File: config.mk
export PLATFORM = sky130hd
export DESIGN_NAME = vga_fb_arbiter
export DESIGN_NICKNAME = d
export VERILOG_FILES = /design/src/rtl/vga_fb_arbiter.sv
export SDC_FILE = /design/constraint.sdc
export NUM_CORES = 1
export LEC_CHECK = 0
export BUFFER_PORTS_ARGS = -buffer_cell sky130_fd_sc_hd__buf_2
export CAP_MARGIN = 20
export CORE_MARGIN = 3
export CORE_UTILIZATION = 39
export DETAILED_ROUTE_END_ITERATION = 12
export SYNTH_ARGS = -nofsm -noshare
export SYNTH_HDL_FRONTEND = slang
export SYNTH_SLANG_ARGS = --single-unit
File: constraint.sdc
create_clock -name clock -period 9.31 [get_ports clock]
set_input_delay 0.4655 -clock clock [delete_from_list [all_inputs] [get_ports clock]]
set_output_delay 0.4655 -clock clock [all_outputs]
set_load 0.1 [all_outputs]
File: src/rtl/vga_fb_arbiter.sv
// Framebuffer arbiter: one single-port 16-bit RAM shared between CPU bus
// accesses and a raster-order scanout prefetcher that feeds a pixel FIFO.
// Scanout wins while the FIFO runs low; the CPU gets every other free slot.
module vga_fb_arbiter #(
  parameter int H_ACTIVE   = 640,
  parameter int V_ACTIVE   = 480,
  parameter int FIFO_DEPTH = 16,
  parameter int LOW_WM     = 4
) (
  input  logic        clock,
  input  logic        reset,
  input  logic        cpu_sel,
  input  logic        cpu_we,
  input  logic [31:0] cpu_addr,
  input  logic [31:0] cpu_din,
  output logic        cpu_ready,
  output logic [31:0] cpu_rdata,
  input  logic        frame_start,
  input  logic        pix_pop,
  output logic [11:0] pix_data,
  output logic        pix_underflow,
  output logic        mem_en,
  output logic        mem_we,
  output logic [18:0] mem_addr,
  output logic [15:0] mem_wdata,
  input  logic [15:0] mem_rdata
);

  localparam int PW = $clog2(FIFO_DEPTH);
  localparam int CW = PW + 1;
  localparam logic [CW:0] DEPTH_C = (CW+1)'(FIFO_DEPTH);
  localparam logic [CW:0] LOW_C   = (CW+1)'(LOW_WM);
  localparam logic [9:0]  X_LAST  = 10'(H_ACTIVE - 1);
  localparam logic [8:0]  Y_LAST  = 9'(V_ACTIVE - 1);

  typedef enum logic {IDLE, BUSY} state_t;

  state_t          state_q, state_d;
  logic            run_q, run_d;
  logic            cpu_rd_q, cpu_rd_d;
  logic [9:0]      x_q, x_d;
  logic [8:0]      y_q, y_d;
  logic            fetch_active_q, fetch_active_d;
  logic            inflight_q, inflight_d;
  logic [CW-1:0]   count_q, count_d;
  logic [PW-1:0]   rd_ptr_q, rd_ptr_d;
  logic [PW-1:0]   wr_ptr_q, wr_ptr_d;
  logic [11:0]     head_q, head_d;
  logic            underflow_q, underflow_d;
  logic [11:0]     fifo_q [FIFO_DEPTH];

  logic [CW:0]     occ;
  logic            scan_want, cpu_want, grant_scan, grant_cpu;
  logic            push, pop_ok;

  // Bits of the bus words the RAM interface does not carry.
  logic unused_bits;
  assign unused_bits = ^{cpu_addr[31:20], cpu_addr[0], cpu_din[31:16]};

  // Slot arbitration; run_q holds off all grants until the first edge after reset.
  always_comb begin
    occ        = {1'b0, count_q} + {{CW{1'b0}}, inflight_q};
    scan_want  = run_q & fetch_active_q & ~frame_start & (occ < DEPTH_C);
    cpu_want   = run_q & cpu_sel & (state_q == IDLE);
    grant_scan = scan_want & ((occ < LOW_C) | ~cpu_want);
    grant_cpu  = cpu_want & ~grant_scan;
  end

  // RAM port and CPU response outputs.
  always_comb begin
    mem_en    = grant_scan | grant_cpu;
    mem_we    = grant_cpu & cpu_we;
    mem_addr  = '0;
    mem_wdata = '0;
    if (grant_cpu) begin
      mem_addr = cpu_addr[19:1];
      if (cpu_we) mem_wdata = cpu_din[15:0];
    end else if (grant_scan) begin
      mem_addr = {x_q, y_q};
    end
    cpu_ready     = (state_q == BUSY);
    cpu_rdata     = (state_q == BUSY && cpu_rd_q) ? {16'h0000, mem_rdata} : 32'h0;
    pix_data      = head_q;
    pix_underflow = underflow_q;
  end

  // CPU handshake FSM: one grant cycle, then one ready cycle.
  always_comb begin
    state_d  = state_q;
    cpu_rd_d = cpu_rd_q;
    run_d    = 1'b1;
    case (state_q)
      IDLE: if (grant_cpu) begin
        state_d  = BUSY;
        cpu_rd_d = ~cpu_we;
      end
      BUSY: state_d = IDLE;
      default: state_d = IDLE;
    endcase
  end

  // Raster fetch counters; frame_start restarts the frame from (0,0).
  always_comb begin
    x_d            = x_q;
    y_d            = y_q;
    fetch_active_d = fetch_active_q;
    inflight_d     = grant_scan;
    if (frame_start) begin
      x_d            = '0;
      y_d            = '0;
      fetch_active_d = 1'b1;
    end else if (grant_scan) begin
      if (x_q == X_LAST) begin
        x_d = '0;
        if (y_q == Y_LAST) begin
          y_d            = '0;
          fetch_active_d = 1'b0;
        end else begin
          y_d = y_q + 9'd1;
        end
      end else begin
        x_d = x_q + 10'd1;
      end
    end
  end

  // Pixel FIFO bookkeeping; the read returning in a frame_start cycle is dropped.
  always_comb begin
    push        = inflight_q & ~frame_start;
    pop_ok      = pix_pop & (count_q != '0);
    underflow_d = underflow_q | (pix_pop & (count_q == '0));
    rd_ptr_d    = rd_ptr_q;
    wr_ptr_d    = wr_ptr_q;
    count_d     = count_q;
    head_d      = '0;
    if (frame_start) begin
      rd_ptr_d = '0;
      wr_ptr_d = '0;
      count_d  = '0;
    end else begin
      rd_ptr_d = rd_ptr_q + PW'(pop_ok);
      wr_ptr_d = wr_ptr_q + PW'(push);
      count_d  = count_q + CW'(push) - CW'(pop_ok);
      if (count_d == '0)
        head_d = '0;
      else if (push && rd_ptr_d == wr_ptr_q)
        head_d = mem_rdata[11:0];
      else
        head_d = fifo_q[rd_ptr_d];
    end
  end

  // FIFO storage, written on push only.
  always_ff @(posedge clock) begin
    if (push) fifo_q[wr_ptr_q] <= mem_rdata[11:0];
  end

  // State registers.
  always_ff @(posedge clock or negedge reset) begin
    if (!reset) begin
      state_q        <= IDLE;
      run_q          <= 1'b0;
      cpu_rd_q       <= 1'b0;
      x_q            <= '0;
      y_q            <= '0;
      fetch_active_q <= 1'b0;
      inflight_q     <= 1'b0;
      count_q        <= '0;
      rd_ptr_q       <= '0;
      wr_ptr_q       <= '0;
      head_q         <= '0;
      underflow_q    <= 1'b0;
    end else begin
      state_q        <= state_d;
      run_q          <= run_d;
      cpu_rd_q       <= cpu_rd_d;
      x_q            <= x_d;
      y_q            <= y_d;
      fetch_active_q <= fetch_active_d;
      inflight_q     <= inflight_d;
      count_q        <= count_d;
      rd_ptr_q       <= rd_ptr_d;
      wr_ptr_q       <= wr_ptr_d;
      head_q         <= head_d;
      underflow_q    <= underflow_d;
    end
  end

endmodule

==> results of run 1 <==
-- worst min path at each step --
stage,startpoint,to,slack [ps],cells past startpoint
finish,reset,x_q[2],40,2
global placement,pix_underflow,pix_underflow,440,1
floorplan,reset,count_q[0],170,0
detailed placement,pix_underflow,pix_underflow,440,1
global route,reset,x_q[2],90,2
CTS,reset,x_q[2],70,2
-- power breakdown --
group	total, mW	switching, mW	internal [mW]
clock network	1.02	0.424	0.597
logic	0.875	0.571	0.304
registers	1.26	0.0476	1.21
-- registers in the layout, summed over array words and instances, names as in the netlist --
register and cells:
count_q 5, inflight_q 1, x_q 10, cpu_ready 1
fetch_active_q 1, run_q 1, wr_ptr_q 4, cpu_rd_q 1
y_q 9, rd_ptr_q 4, pix_data 12, fifo_q 192
pix_underflow 1
-- layout by cell type (no fill, tap or decap), types with 4 or more instances in the layout --
cell type | netlist | routed
xor2_1 | 7 | 6
ha_1 | 13 | 13
buf_4 | 18 | 23
nor3_1 | 9 | 5
and3_1 | 36 | 36
mux4_2 | 48 | 48
dfrtp_1 | 50 | 50
conb_1 | 2 | 17
nand2b_1 | 4 | 4
xnor2_1 | 11 | 11
nand4_1 | 8 | 8
nand3_1 | 32 | 32
nor2b_1 | 10 | 10
o21ai_1 | 19 | 19
a2bb2oi_2 | 9 | 9
clkbuf_1 | 14 | 4
clkbuf_16 | 0 | 26
buf_2 | 16 | 123
edfxtp_1 | 192 | 192
nand2_1 | 48 | 48
a31oi_1 | 4 | 4
nor2_1 | 44 | 44
nor3_2 | 0 | 4
inv_1 | 8 | 8
mux2i_1 | 25 | 25
a21oi_1 | 9 | 9
-- cells by family (layout without fill, tap and decap cells) --
group | count (synthesis) | in the layout | synth area share (%)
muxes | 74 | 74 | 12.68
DFF | 242 | 242 | 66.26
buffers and inverters | 62 | 204 | 3.096
AOI/OAI and AO/OA | 58 | 58 | 4.123
other | 2 | 17 | 0.07091
and+or+nand+nor | 207 | 207 | 9.936
adders and majority gates | 14 | 14 | 1.725
xor gates and xnor gates | 21 | 21 | 2.115
-- routing by layer --
layer | part of all wire (%) | vias to the layer above | global-route usage, % | routed length [µm]
met5 | 0 | - | 0 | 0
met4 | 1.3 | 0 | 3.351 | 295
met3 | 4.8 | 22 | 2.103 | 1120
met2 | 48 | 150 | 26.72 | 11410
met1 | 46 | 3135 | 23.53 | 10730
li1 | - | 2840 | - | -
-- cells in the mapped netlist (14+ instances only) --
cell      count
dfrtp_1      50
edfxtp_1    192
buf_4        18
nand2_1      48
nand3_1      32
clkbuf_1     14
o21ai_1      19
mux2i_1      25
nor2_1       44
mux4_2       48
buf_2        16
and3_1       36
-- final cells by class --
class                           count  area (µm²)
Fill cell                        2238       13870
Tap cell                          335       419.2
Clock buffer                       33       706.9
Inverter                           10       37.54
Clock inverter                     14       150.1
Sequential cell                   242        7017
Timing Repair Buffer              147       799.5
Multi-Input combinational cell    391        3352
-- worst max-delay path, delay by kind of cell, from the launching register on --
family          cells  cell delay (ps)
xor+xnor            2              910
compound gates      3             1020
simple gates        4             1050
fa+ha+maj           2              450
flops               1              480
buf+inv             2              780
==> results.yml, run 1 <==
sta:
  maxSlewViolCount: 0
  period_minus_slack_ps: 4854
  setup_viol: 0
  fin_hold_ws_ps: 40.58
  max_freq_mhz: 206.0
  rsz0062_at_grt: "false"
  setup_tns_ps: 0
  worst_slack_ps: 4456
  final_hold_viol_count: 0
  finalCritPeriodShare_pct: 52.14
  slew_headroom_pct: 42.06
  worst-slew-pin-transition_ps: 867.7
  skew_ps: 11.68
cts:
  post_cts_resized: 0
  clock_path_buffers: 3
  clkTransAtPathRegs_ps: 70
  cts_root_buf: "clkbuf_16"
  cts-buffers-inserted: 26
  cts_setup_buffers: 0
  ctsHoldBuffers: 0
  ctsHtreeMaxLevel: 1
  clkLatencyLatePin_ps: 530
  cts_sinks: 242
  cts_tree: "built"
drt:
  vias: 6147
  wire_per_inst_um: 20.10
  routed_wl_mm: 23.56
  dr.pass1.iters: 4
  viasPerCell: 5.245
  first_iter_violations: 482
  detail-route-antenna-nets: 0
  drcViolationCount: 0
setup_path:
  rr_startpoint: "count_q[2]"
  critPathLaunch: "count_q[2]"
  timing.rr.end: "pix_data[11]"
  slowest_delay_ps: 720
  worst_path_most_repeated_cell: "ha_1"
  startpoint_type: "register"
  worstPathArrival_ps: 5260
  endpoint: "pix_data[11]"
  worst_path_max_delay_cell: "xor2_4"
  critical_path_class: "register to register"
  rr_worst_depth: 13
  cp.required_ps: 9710
  cp_max_fo: 33
  path_cells: "inv_1 > ha_1 > nor4b_4 > nor2b_1 > and2_1 > ha_1 > xor2_4 > buf_4 > xnor2_1 > nand4_1 > o211ai_2 > a2bb2oi_1 > o21ai_1"
  reg2reg_slack_ps: 4460
  endpoint_kind: "register"
yosys:
  synth_area_leaders: "edfxtp_1 (54%), dfrtp_1 (12%), mux4_2 (10%)"
  synth.avg_cell_area_um2: 15.57
  syn_inst: 680
  synth_top_cell_by_area: "edfxtp_1"
  yosys.area.top_type_share_pct: 54.44
  yosys_warnings: 0
  synth-seq-area-share_pct: 66.26
  syn_area_um2: 10590
  ys_async_sr_fraction_pct: 20.66
  synth-main-ff-cell: "edfxtp_1"
  synth_edf_count: 192
  synth_cell_types: 53
  ys_ff_latch: 242
global_route:
  antenna_found_initial: 0
  grt_max_degree: 51
  grt_pass1_vias: 6207
  grt_pass1_wl_mm: 36.43
  overflow: 0
  track_usage_pct: 16.26
power:
  p_leak_nw: 4.974
  p_per_area_nw_per_um2: 252.4
  peakVddDrop_mv: 0.1264
  total_power_mw: 3.151
floorplan:
  start_util_pct: 40.18
  core_um2: 26350
  die_y_um: 170.8
  dieArea_um2: 29170
  die_w_um: 170.8
  fp-row-count: 59
  ios: 169
final_layout:
  fin_area_um2: 12480
  area_growth_pct: 17.86
  nNetsFinal: 918
  final_core_util_pct: 47.36
  layoutNonFillerInstCount: 1172
  drive_gt1_share_pct: 30.94
  antenna_cells: 0
placement:
  port_buffers: 123
  pre_cts_slack_ps: 4137
  dp.cells: 1124
  gp_congestion: 0.7564
  placed_cell_area_um2: 11610
  dpl.hpwl_mm: 14.58
outcome:
  outcome: "finished clean"
job:
  cap_viol_max_count: 0
worst_hold_path:
  worst_hold_path_type: "input port to asynchronous set/reset pin"
No activity file was read; power rests on OpenSTA's default activity.
==> inputs of run 2 (changes only) <==
- clock period: 9.31 -> 4.8 ns (I/O delays scaled with it)
==> results.yml, run 2 (synthesized netlist as in run 1, its figures left out) <==
outcome:
  outcome: "finished clean"
job:
  cap_viol_max_count: 0
sta:
  maxSlewViolCount: 0
  slew_headroom_pct: 31.82
  period_minus_slack_ps: 3711
  finalCritPeriodShare_pct: 77.30
  setup_viol: 0
  rsz0062_at_grt: "false"
  worst_slack_ps: 1089
  final_hold_viol_count: 0
  skew_ps: 10.21
  worst-slew-pin-transition_ps: 1020
  max_freq_mhz: 269.5
  setup_tns_ps: 0
setup_path:
  rr_worst_depth: 16
  timing.rr.end: "pix_data[7]"
  endpoint: "pix_data[7]"
  path_cells: "inv_1 > ha_1 > nor4b_4 > nor2b_1 > buf_4 > xnor2_1 > ha_1 > inv_1 > fa_1 > nand2b_1 > a21oi_1 > xor2_1 > a31oi_1 > o211ai_2 > a2bb2oi_2 > o21ai_1"
  path_depth: 16
  rr_startpoint: "count_q[2]"
  cp.required_ps: 5230
  crit_family: "compound AO/OA/AOI/OAI gates"
  slowest_delay_ps: 480
  reg2reg_slack_ps: 1090
  worstPathArrival_ps: 4140
  cp_num_buf_inv: 3
  cp_max_fo: 12
  worst_path_max_delay_cell: "o211ai_2"
  endpoint_kind: "register"
  critPathLaunch: "count_q[2]"
  critical_path_class: "register to register"
  startpoint_type: "register"
placement:
  dp.cells: 1122
  port_buffers: 123
  gp_congestion: 0.7791
  pre_cts_slack_ps: 977.9
  dpl.hpwl_mm: 15.05
power:
  p_comb_share_pct: 28.5
  seqPwrFrac_pct: 40.5
  swShare_pct: 32.92
  p_int_mw: 4.039
  peakVddDrop_mv: 0.2752
  total_power_mw: 6.021
  power.switching_mw: 1.982
  p_leak_nw: 4.944
  p_clk_share_pct: 31.0
  p_per_area_nw_per_um2: 484.0
global_route:
  grtUsageMet3_pct: 2.287
  grt.met1_usage_pct: 23.09
  grt_pass1_vias: 6219
  top_usage_layer: "met2"
  overflow: 0
  track_usage_pct: 16.40
  grt_pass1_wl_mm: 36.69
  antenna_found_initial: 0
  grt_util_met2_pct: 27.31
  grt_max_degree: 51
cts:
  cts_setup_buffers: 0
  cts_tree: "built"
  post_cts_resized: 0
  ctsHtreeMaxLevel: 1
  cts_sinks: 242
  clkTransAtPathRegs_ps: 60
  cts_root_buf: "clkbuf_16"
  clkLatencyLatePin_ps: 510
  cts-buffers-inserted: 26
  clock_path_buffers: 3
floorplan:
  ios: 169
  dieArea_um2: 29170
  fp-row-count: 59
  die_y_um: 170.8
  core_um2: 26350
  die_w_um: 170.8
  start_util_pct: 40.18
drt:
  first_iter_violations: 435
  routed_wl_mm: 23.88
  viasPerCell: 5.284
  drcViolationCount: 0
  wire_per_inst_um: 20.37
  dr.pass1.iters: 4
  vias: 6193
  detail-route-antenna-nets: 0
final_layout:
  seqCellArea_um2: 7017
  drive_gt1_share_pct: 30.35
  multi_input_area_um2: 3367
  area_growth_pct: 17.46
  final_common_cell: "edfxtp_1"
  layoutNonFillerInstCount: 1172
  fillerInstances: 2256
  nNetsFinal: 917
  antenna_cells: 0
  regMostFlops: "fifo_q"
  final_cell_mix: "edfxtp_1 (192), buf_2 (123), dfrtp_1 (50)"
  largest_register_ffs: 192
worst_hold_path:
  worst_hold_path_type: "input port to register"
==> run 2: cell types whose count changed in the layout (fill, tap and decap cells not counted), sizes merged <==
cell / delta
clkbuf: +4
inv: +1
buf: -3
dlygate4sd3: +2
clkinvlp: -3
bufinv: -1
==> run 2: layer usage <==
layer / wire length [µm] / share of wire, %
met4: 415 / 1.7
met3: 1044 / 4.4
met5: 0 / 0
met2: 11800 / 49
met1: 10620 / 44
==> run 2: area by class of cell <==
| class | count | share of cell area, % |
|---|---|---|
| well taps | 335 | 3.370 |
| inverters | 10 | 0.3018 |
| flip-flops and latches | 242 | 56.41 |
| clock inverters | 11 | 0.6437 |
| clock buffers | 37 | 5.733 |
| multi-input cells | 391 | 27.07 |
| repair buffers | 146 | 6.478 |
==> run 2: worst register-to-register path: stages (launching register included) <==
cell       delay [ps]
dfrtp_1           460
inv_1             110
ha_1              150
nor4b_4           290
nor2b_1            80
buf_4             180
xnor2_1           140
ha_1              180
inv_1              50
fa_1              380
nand2b_1          160
a21oi_1           160
xor2_1            110
a31oi_1           310
o211ai_2          490
a2bb2oi_2         300
o21ai_1            80
==> run 2: power groups by stage <==
| stage | clock (mW) | sequential, mW | combinational, mW |
|---|---|---|---|
| after global routing | 2.00 | 2.45 | 1.84 |
| after global placement | 0 | 2.48 | 1.72 |
| final | 1.87 | 2.44 | 1.71 |
| after floorplan | 0 | 2.72 | 1.12 |
| after CTS | 1.91 | 2.44 | 1.74 |
| after detailed placement | 0 | 2.49 | 1.73 |
==> run 2: repair_timing <==
item | CTS | global route
endpoints found under the hold margin | 51 | 0
hold buffers | 2 | 0
endpoints found under the setup margin | 0 | 0
==> run 2: worst min-delay path by stage <==
| stage | startpoint | endpoint | slack [ps] | cells past startpoint |
|---|---|---|---|---|
| detailed placement | reset | x_q[2] | 420 | 2 |
| finish | mem_rdata[6] | fifo_q[5][6] | 140 | 1 |
| floorplan | reset | count_q[0] | -60 | 0 |
| CTS | mem_rdata[7] | fifo_q[3][7] | 110 | 1 |
| global route | mem_rdata[6] | fifo_q[4][6] | 130 | 1 |
| global placement | reset | x_q[2] | 420 | 2 |
==> run 2: stage by stage <==
stage | cell area (µm²) | hold WS, ps | util, %
global placement | 11630 | 423.3 | 44.12
floorplan | 10650 | -55.59 | -
global route | 12440 | 130.1 | 47.20
detailed placement | 11630 | 424.1 | 44.12
CTS | 12440 | 114.2 | 47.20
finish | 12440 | 139.5 | 47.20
